<file path="src/rtl/tape_adc_slicer_pkg.sv">
// Shared types and constants for the cassette ADC front end.
// Holds the LTC2308 controller state encoding and the channel-0 config word.
package tape_adc_pkg;

    localparam int SAMPLE_W = 12;

    // S/D=1, O/S=0, S1=0, S0=0, UNI=1, SLP=0: channel 0, single-ended, unipolar
    localparam logic [5:0] CFG_CH0_UNI = 6'b100010;

    typedef enum logic [1:0] {
        IDLE,
        CONV,
        SHIFT,
        DONE
    } adc_state_t;

    // Config bit presented during SCK bit slot idx (0..11); slots 6..11 send 0
    function automatic logic cfg_bit(input logic [3:0] idx);
        logic [11:0] word;
        word = {CFG_CH0_UNI, 6'b000000};
        return word[4'd11 - idx];
    endfunction

endpackage

</file>
<file path="src/rtl/tape_adc_slicer_if.sv">
// LTC2308 4-wire serial bus as seen by the conversion controller (master)
// and by the ADC itself (slave).
interface tape_adc_slicer_if;
    logic convst;
    logic sdi;
    logic sdo;
    logic sck;

    modport master (output convst, output sdi, output sck, input sdo);
    modport slave  (input convst, input sdi, input sck, output sdo);
endinterface

</file>
<file path="src/rtl/tape_adc_slicer_spi_ctrl.sv">
// LTC2308 conversion sequencer: fixed-rate CONVST, 12 SCK pulses at clk/4,
// config word out on SDI, sample captured from SDO with a 1-clk valid strobe.
module ltc2308_spi_ctrl
    import tape_adc_pkg::*;
#(
    parameter int CLK_RATE    = 50000000,
    parameter int ADC_RATE    = 48000,
    parameter int CONV_CYCLES = 85
) (
    input  logic                clk,
    input  logic                reset,
    tape_adc_slicer_if.master   adc,
    output logic [SAMPLE_W-1:0] sample,
    output logic                sample_valid
);

    localparam int SP = CLK_RATE / ADC_RATE;
    localparam int PW = $clog2(SP);
    localparam int CW = $clog2(CONV_CYCLES + 1);

    logic [PW-1:0]       period_cnt;
    logic [CW-1:0]       conv_cnt;
    logic [5:0]          shift_cnt;
    logic [5:0]          shift_next;
    logic [SAMPLE_W-1:0] shift_reg;
    adc_state_t          state;

    assign shift_next = shift_cnt + 6'd1;

    always_ff @(posedge clk or posedge reset) begin
        if (reset) begin
            period_cnt <= '0;
        end else if (period_cnt == PW'(SP - 1)) begin
            period_cnt <= '0;
        end else begin
            period_cnt <= period_cnt + 1'b1;
        end
    end

    // shift_cnt[1] is the SCK level of each 4-clk bit slot, shift_cnt[5:2] the bit index
    always_ff @(posedge clk or posedge reset) begin
        if (reset) begin
            state        <= IDLE;
            adc.convst   <= 1'b0;
            adc.sck      <= 1'b0;
            adc.sdi      <= 1'b0;
            conv_cnt     <= '0;
            shift_cnt    <= '0;
            shift_reg    <= '0;
            sample       <= '0;
            sample_valid <= 1'b0;
        end else begin
            sample_valid <= 1'b0;
            case (state)
                IDLE: begin
                    if (period_cnt == '0) begin
                        state      <= CONV;
                        adc.convst <= 1'b1;
                        conv_cnt   <= '0;
                    end
                end
                CONV: begin
                    if (conv_cnt == CW'(CONV_CYCLES - 1)) begin
                        state      <= SHIFT;
                        adc.convst <= 1'b0;
                        adc.sck    <= 1'b0;
                        adc.sdi    <= cfg_bit(4'd0);
                        shift_cnt  <= '0;
                    end else begin
                        conv_cnt <= conv_cnt + 1'b1;
                    end
                end
                SHIFT: begin
                    if (shift_cnt[1:0] == 2'd1) begin
                        shift_reg <= {shift_reg[SAMPLE_W-2:0], adc.sdo};
                    end
                    if (shift_cnt == 6'd47) begin
                        state        <= DONE;
                        adc.sck      <= 1'b0;
                        sample       <= shift_reg;
                        sample_valid <= 1'b1;
                    end else begin
                        shift_cnt <= shift_next;
                        adc.sck   <= shift_next[1];
                        adc.sdi   <= cfg_bit(shift_next[5:2]);
                    end
                end
                DONE: begin
                    state   <= IDLE;
                    adc.sdi <= 1'b0;
                end
                default: state <= IDLE;
            endcase
        end
    end

endmodule

</file>
<file path="src/rtl/tape_adc_slicer.sv">
// Cassette input front end: samples the tape signal through an LTC2308 and
// slices it to a 1-bit level with hysteresis plus a signal-present flag.
module tape_adc_slicer
    import tape_adc_pkg::*;
#(
    parameter int                  CLK_RATE    = 50000000,
    parameter int                  ADC_RATE    = 48000,
    parameter int                  CONV_CYCLES = 85,
    parameter logic [SAMPLE_W-1:0] HIST_LOW    = 12'd16,
    parameter logic [SAMPLE_W-1:0] HIST_HIGH   = 12'd64,
    parameter int                  ACT_SAMPLES = 24000
) (
    input  logic       clk,
    input  logic       reset,
    inout  wire  [3:0] ADC_BUS,
    output logic       dout,
    output logic       active
);

    localparam int AW = $clog2(ACT_SAMPLES + 1);

    tape_adc_slicer_if adc_bus ();

    logic [SAMPLE_W-1:0] sample;
    logic                sample_valid;
    logic                level_next;
    logic [AW-1:0]       act_cnt;
    logic [AW-1:0]       act_next;

    // SDO is an ADC output, so this block never drives bit 2
    assign ADC_BUS[0]  = adc_bus.convst;
    assign ADC_BUS[1]  = adc_bus.sdi;
    assign ADC_BUS[2]  = 1'bz;
    assign ADC_BUS[3]  = adc_bus.sck;
    assign adc_bus.sdo = ADC_BUS[2];

    ltc2308_spi_ctrl #(
        .CLK_RATE    (CLK_RATE),
        .ADC_RATE    (ADC_RATE),
        .CONV_CYCLES (CONV_CYCLES)
    ) u_spi_ctrl (
        .clk          (clk),
        .reset        (reset),
        .adc          (adc_bus.master),
        .sample       (sample),
        .sample_valid (sample_valid)
    );

    always_comb begin
        level_next = dout;
        if (sample < HIST_LOW) begin
            level_next = 1'b0;
        end else if (sample > HIST_HIGH) begin
            level_next = 1'b1;
        end

        act_next = act_cnt;
        if (level_next != dout) begin
            act_next = AW'(ACT_SAMPLES);
        end else if (act_cnt != '0) begin
            act_next = act_cnt - 1'b1;
        end
    end

    always_ff @(posedge clk or posedge reset) begin
        if (reset) begin
            dout    <= 1'b0;
            act_cnt <= '0;
            active  <= 1'b0;
        end else if (sample_valid) begin
            dout    <= level_next;
            act_cnt <= act_next;
            active  <= (act_next != '0);
        end
    end

endmodule

</file>
<file path="config.mk">
export PLATFORM = sky130hd
export DESIGN_NAME = tape_adc_slicer
export DESIGN_NICKNAME = d
export VERILOG_FILES = /design/src/rtl/tape_adc_slicer_pkg.sv /design/src/rtl/tape_adc_slicer_if.sv /design/src/rtl/tape_adc_slicer_spi_ctrl.sv /design/src/rtl/tape_adc_slicer.sv
export SDC_FILE = /design/constraint.sdc
export NUM_CORES = 1
export LEC_CHECK = 0
export BUFFER_PORTS_ARGS = -buffer_cell sky130_fd_sc_hd__clkbuf_2
export CAP_MARGIN = 40
export CORE_MARGIN = 2
export CORE_UTILIZATION = 65
export CTS_BUF_LIST = sky130_fd_sc_hd__clkbuf_4
export DETAILED_ROUTE_END_ITERATION = 7
export GPL_ROUTABILITY_DRIVEN = 0
export PLACE_DENSITY = 0.82
export SYNTH_ARGS = -nofsm -noshare
export SYNTH_HDL_FRONTEND = slang
export SYNTH_SLANG_ARGS = --single-unit
</file>
<file path="constraint.sdc">
create_clock -name clk -period 3.3 [get_ports clk]
set_clock_uncertainty 0.1 [all_clocks]
set_input_delay 0.33 -clock clk [delete_from_list [all_inputs] [get_ports clk]]
set_output_delay 0.33 -clock clk [all_outputs]
set_load 0.02 [all_outputs]
</file>
Word-level counts from Yosys, hierarchy flattened --
Memories as Yosys holds them, arrays and structs flattened. Index checks and enable logic that the tools add are counted.
Storage, ports and cells: word-level logic and storage cells 76, memory bits (read-only) 16, output and inout port bits 6, memories kept 1, bits of input ports 2, flip-flop bits (word level) 71
Memories:
- (name not given) | words 16, width 1, rd ports 1, clocked after memory_dff 0, write ports 0, RTL line tape_adc_slicer_pkg.sv:21 | return word[4'd11 - idx];
Operators by class: reduce and logical (&&, ||, !) cells 15, add/subtract/negate cells 5, order comparisons 3, mux-type cells 26, eq/ne operators 13
Operators with widths (count):
- $mux 15 | 2
- $reduce_bool 15->1 | 2
- $reduce_and 3->1 | 5
- $sub 15x1->15 const B | 1
- $mux 7 | 2
- $pmux 7 s2 | 1
- $gt 12x7->1 const B | 1
- $lt 12x5->1 const B | 1
- $mux 6 | 2
- $pmux 6 s2 | 1
- $add 11x1->11 const B | 1
- $eq 11x11->1 const B | 1
- $logic_not 11->1 | 1
- $mux 11 | 1
- $mux 1 | 10
- $pmux 2 s4 | 1
- $add 7x1->7 const B | 1
- $eq 7x7->1 const B | 1
- $add 6x1->6 const B | 1
- $eq 6x6->1 const B | 1
- $mux 2 | 3
- $ne 2x1->1 const B | 3
- $reduce_and 2->1 | 3
- $lt 4x5->1 const B | 1
- 10 further kinds | 15

Depth between registers and ports, before layout --
word-level depth 6, depth in mapped cells 8, depth with buffers taken out 8

By module --
A second synthesis with hierarchy kept.
Second synthesis, totals: cell total of the unflattened synthesis 377, area, all modules 3912.5 um^2
By module, submodules not included:
- ltc2308_spi_ctrl | cells each 226, area an instance 2577.5 um^2, instances 1
- tape_adc_slicer | cells each 151, area an instance 1335.0 um^2, instances 1

Least setup slack after synthesis --
No wires, ideal clock.
kind register to register, from register u_spi_ctrl.sample[1], to register active, slack 1.112 ns, buffers on the path 1, stages on the path, launching flop included 8, period minus slack after synthesis 2.188 ns, data arrival time 1.955 ns, cells stage by stage dfrtp_1 -> or4_4 -> o311ai_4 -> o211ai_2 -> or2_1 -> buf_6 -> nor4_2 -> a31oi_1
On the way: cells in the longest elaborated chain, start to end 6, elaborated cells on any way between the ends 7, those cells by class 2 x order compare; 1 x eq/ne; 3 x mux; 1 x reduce/logical
Ends and longest elaborated chain:
- start, declared | RTL line tape_adc_slicer_spi_ctrl.sv:13 | output logic [SAMPLE_W-1:0] sample,
- start signal, assigned | RTL line tape_adc_slicer_spi_ctrl.sv:80 | sample <= shift_reg;
- $gt 12x7->1 | RTL line tape_adc_slicer.sv:53 | end else if (sample > HIST_HIGH) begin
- $mux 1 | RTL line tape_adc_slicer.sv:53
- $mux 1 (*) | RTL line tape_adc_slicer.sv:51 | if (sample < HIST_LOW) begin
- $ne 1x1->1 (*) | RTL line tape_adc_slicer.sv:58 | if (level_next != dout) begin
- $mux 15 (*) | RTL line tape_adc_slicer.sv:58
- $reduce_bool 15->1 (*) | RTL line tape_adc_slicer.sv:73 | active <= (act_next != '0);
- end signal, assigned | RTL line tape_adc_slicer.sv:73
- end, declared | RTL line tape_adc_slicer.sv:17 | output logic active
Every way passes the cells marked *; elsewhere a longest branch is shown, timed or not. A chain may end at the register's enable or synchronous reset.

Worst setup path after layout --
Ends and elaborated chain as after synthesis.

==> impl_metrics.tcl <==
set metrics [dict create \
    hold_viol_final 0 \
    port_buffers 3 \
    placed_area_um2 3800 \
    cts_buffer_depth 2 \
    ys_ff_latch 71 \
    synth_top_family_by_area "simple AND/OR/NAND/NOR gates" \
    fmax_mhz 398 \
    fin_area_um2 3960 \
    critPathSlowestCell "or4_4" \
    final.period_utilization_pct 76.2 \
    cts_buffers 9 \
    end_kind "register" \
    synth.top_cell.area_share_pct 47.7 \
    final_antenna_net_count 0 \
    seqPwrFrac_pct 60.6 \
    max_slew_margin_pct 51.1 \
    grt_first_pass_wirelength_mm 12.3 \
    ios 8 \
    cts_tree "yes" \
    hold_depth 3 \
    synth.area.top_cells "dfrtp_1 (48%), nand2_1 (5.8%), o21ai_0 (4.8%), ha_1 (4.0%), mux2_2 (3.6%)" \
    grt_max_degree 36 \
    drt_first_pass_iters 4 \
    rsz0062_at_grt "no" \
    dp_hpwl_mm 4.82 \
    viasPerCell 5.88 \
    overflow 0 \
    die_y_um 79.7 \
    syn_nets 405 \
    tightest_slew_ns 0.732 \
    num_rows 27 \
    setup-violations-final 0 \
    switching_share_pct 22.7 \
    ys_seq_area_share_pct 47.7 \
    root_buffer "clkbuf_4" \
    synth_fa_ha_area_share_pct 4.30 \
    max_stage_delay_ns 0.55 \
    synth_area_um2 3730 \
    synth_edf_count 0 \
    drive_above_1_share_pct 10.9 \
    worstSetupPathType "register to register" \
    wirelength_mm 6.85 \
    syn2layout_area_growth_pct 6.31 \
    crit_chain "or4_4 > o311ai_4 > o211ai_2 > or2_1 > nor4_2 > a31oi_1" \
    largest_reg_flops 15 \
    leakage_nw 1.88 \
    antenna_found_initial 0 \
    core_um2 5510 \
    maxCapViolCount 0 \
    r2r-start "u_spi_ctrl.sample[1]" \
    clk_pin_slew_worst_paths_ns 0.12 \
    final_util_pct 72.0 \
    dieWidth_um 79.7 \
    htreeDepth 3 \
    hold_slack_ns 0.119 \
    async_flop_share_pct 100 \
    hold_path_class "input port to register" \
    rrSetupSlack_ns 0.78 \
    post-route-min-period_ns 2.52 \
    maxSlewViolCount 0 \
    synth_xor_area_share_pct 3.99 \
    p_switching_mw 0.328 \
    pwr-share-comb_pct 1.7 \
    synthDistinctLibCells 60 \
    ir_worst_vdd_mv 0.340 \
    clock_latency_ns 0.41 \
    drc 0 \
    setup_slack_ns 0.785 \
    synth_top_cell_by_area "dfrtp_1" \
    initial_core_util_pct 67.7 \
    required_ns 3.50 \
    dp_slack_ns 0.776 \
    clock_sinks 71 \
    n_antenna_cell 0 \
    p_int_mw 1.11 \
    vias 2798 \
    crit_fanout 15 \
    synth-compound-area-share_pct 12.8 \
    ff2ff_path_depth 6 \
    worstHoldStart "ADC_BUS[1]" \
    synthSimpleGateAreaFrac_pct 23.3 \
    die_area_um2 6360 \
    synth.mux.area_fraction_pct 4.43 \
    postSynthCellCount 391 \
    rr_endpoint "active" \
    avgSynthCellArea_um2 9.53 \
    grt_pass1_vias 2780 \
    synthFlopType "dfrtp_1" \
    grtUsageTotal_pct 24.7 \
    p_clk_share_pct 37.7 \
    cp_data_arrival_time_ns 2.71 \
    power_density_nw_per_um2 364 \
    cp-start-kind "register" \
    cts_setup_buffers 0 \
    whs_endpoint "ADC_BUS[1]" \
    status "finished, final reports clean" \
    drtIter0Drc 229 \
    fin_setup_tns_ns 0 \
    avgRoutedWirePerCell_um 14.4 \
    synth-warning-count 0 \
    layout.nets 413 \
]
metrics by stage:
stage	total power [mW]	std cells
CTS	1.45	476
global route	1.50	476
floorplan	0.907	391
global placement	0.913	457
finish	1.44	476
detailed placement	0.914	457
metal layers:
layer  track usage (%)  vias up  part of all wire [%]
li1                  -     1393                     -
met1              31.1     1349                    46
met2              40.5       49                    48
met3              6.56        7                   3.9
met4              10.0        0                   1.2
met5                 0        -                     0
cell usage after synthesis (4+ instances only):
master,instances
a21oi_1,14
and2_1,5
and3_1,7
clkbuf_1,8
dfrtp_1,71
ha_1,12
inv_1,17
mux2_2,12
nand2_1,58
nand2b_1,6
nand3_1,19
nor2_1,27
nor3_1,10
o21ai_0,36
o31ai_1,6
or4_1,4
xnor2_1,6
xor2_1,11
worst max-delay path, delay by kind of cell (launching register included):
family	cells	cell delay [ns]
simple gates	3	1.27
compound gates	3	0.64
flops	1	0.39
final cells by class:
class	instances	area, um2
clock buffer	10	75.1
clock inverter	6	60.1
fill	425	1540
inverter	18	67.6
multi-input combinational	290	1830
sequential	71	1780
tap	72	90.1
timing repair buffer	9	67.6
worst max-delay path by stage:
stage,cells after the start,end,start,slack [ns]
floorplan,1,ADC_BUS[0],reset,1.07
global route,8,u_spi_ctrl.conv_cnt[3],u_spi_ctrl.period_cnt[0],0.54
global placement,8,u_spi_ctrl.conv_cnt[5],u_spi_ctrl.period_cnt[0],0.90
CTS,6,active,u_spi_ctrl.sample[1],0.78
detailed placement,6,active,u_spi_ctrl.sample[1],0.78
finish,6,active,u_spi_ctrl.sample[1],0.78
logic make-up (layout without fill, tap and decap cells):
group / after synthesis / in the layout
xor gates and xnor gates: 17 / 17
DFF: 71 / 71
muxes: 15 / 15
buffers and inverters: 30 / 43
other: 1 / 1
and+or+nand+nor: 168 / 168
AOI/OAI and AO/OA: 76 / 76
adders and majority gates: 13 / 13
power groups by stage:
stage	Clock [mW]	Combinational [mW]	Sequential [mW]
final	0.543	0.0243	0.873
after global routing	0.597	0.0292	0.874
after CTS	0.553	0.0233	0.872
after detailed placement	0	0.0230	0.890
after global placement	0	0.0226	0.890
after floorplan	0	0.0164	0.890
repair_timing:
action	in CTS	in global routing
endpoints found under the hold margin	35	0
hold buffers	3	0
gates resized for setup	0	0
cells in the final DEF, fill, tap and decap left out, drive strengths merged, types with 3 or more instances in the layout:
cell type    instances
nor4                 6
nor2                27
a21oi               14
o21ai               37
ha                  12
mux2                12
nand4                4
or2                  4
nand2               58
nor3                10
nand2b               6
clkbuf              13
clkinv               5
nor2b                3
and3                 7
or4                  5
o31ai                6
xor2                11
buf                  3
dlygate4sd3          3
and2                 5
mux2i                3
nand3               19
inv                 18
xnor2                6
dfrtp               71
(Power assumes the default switching activity.)
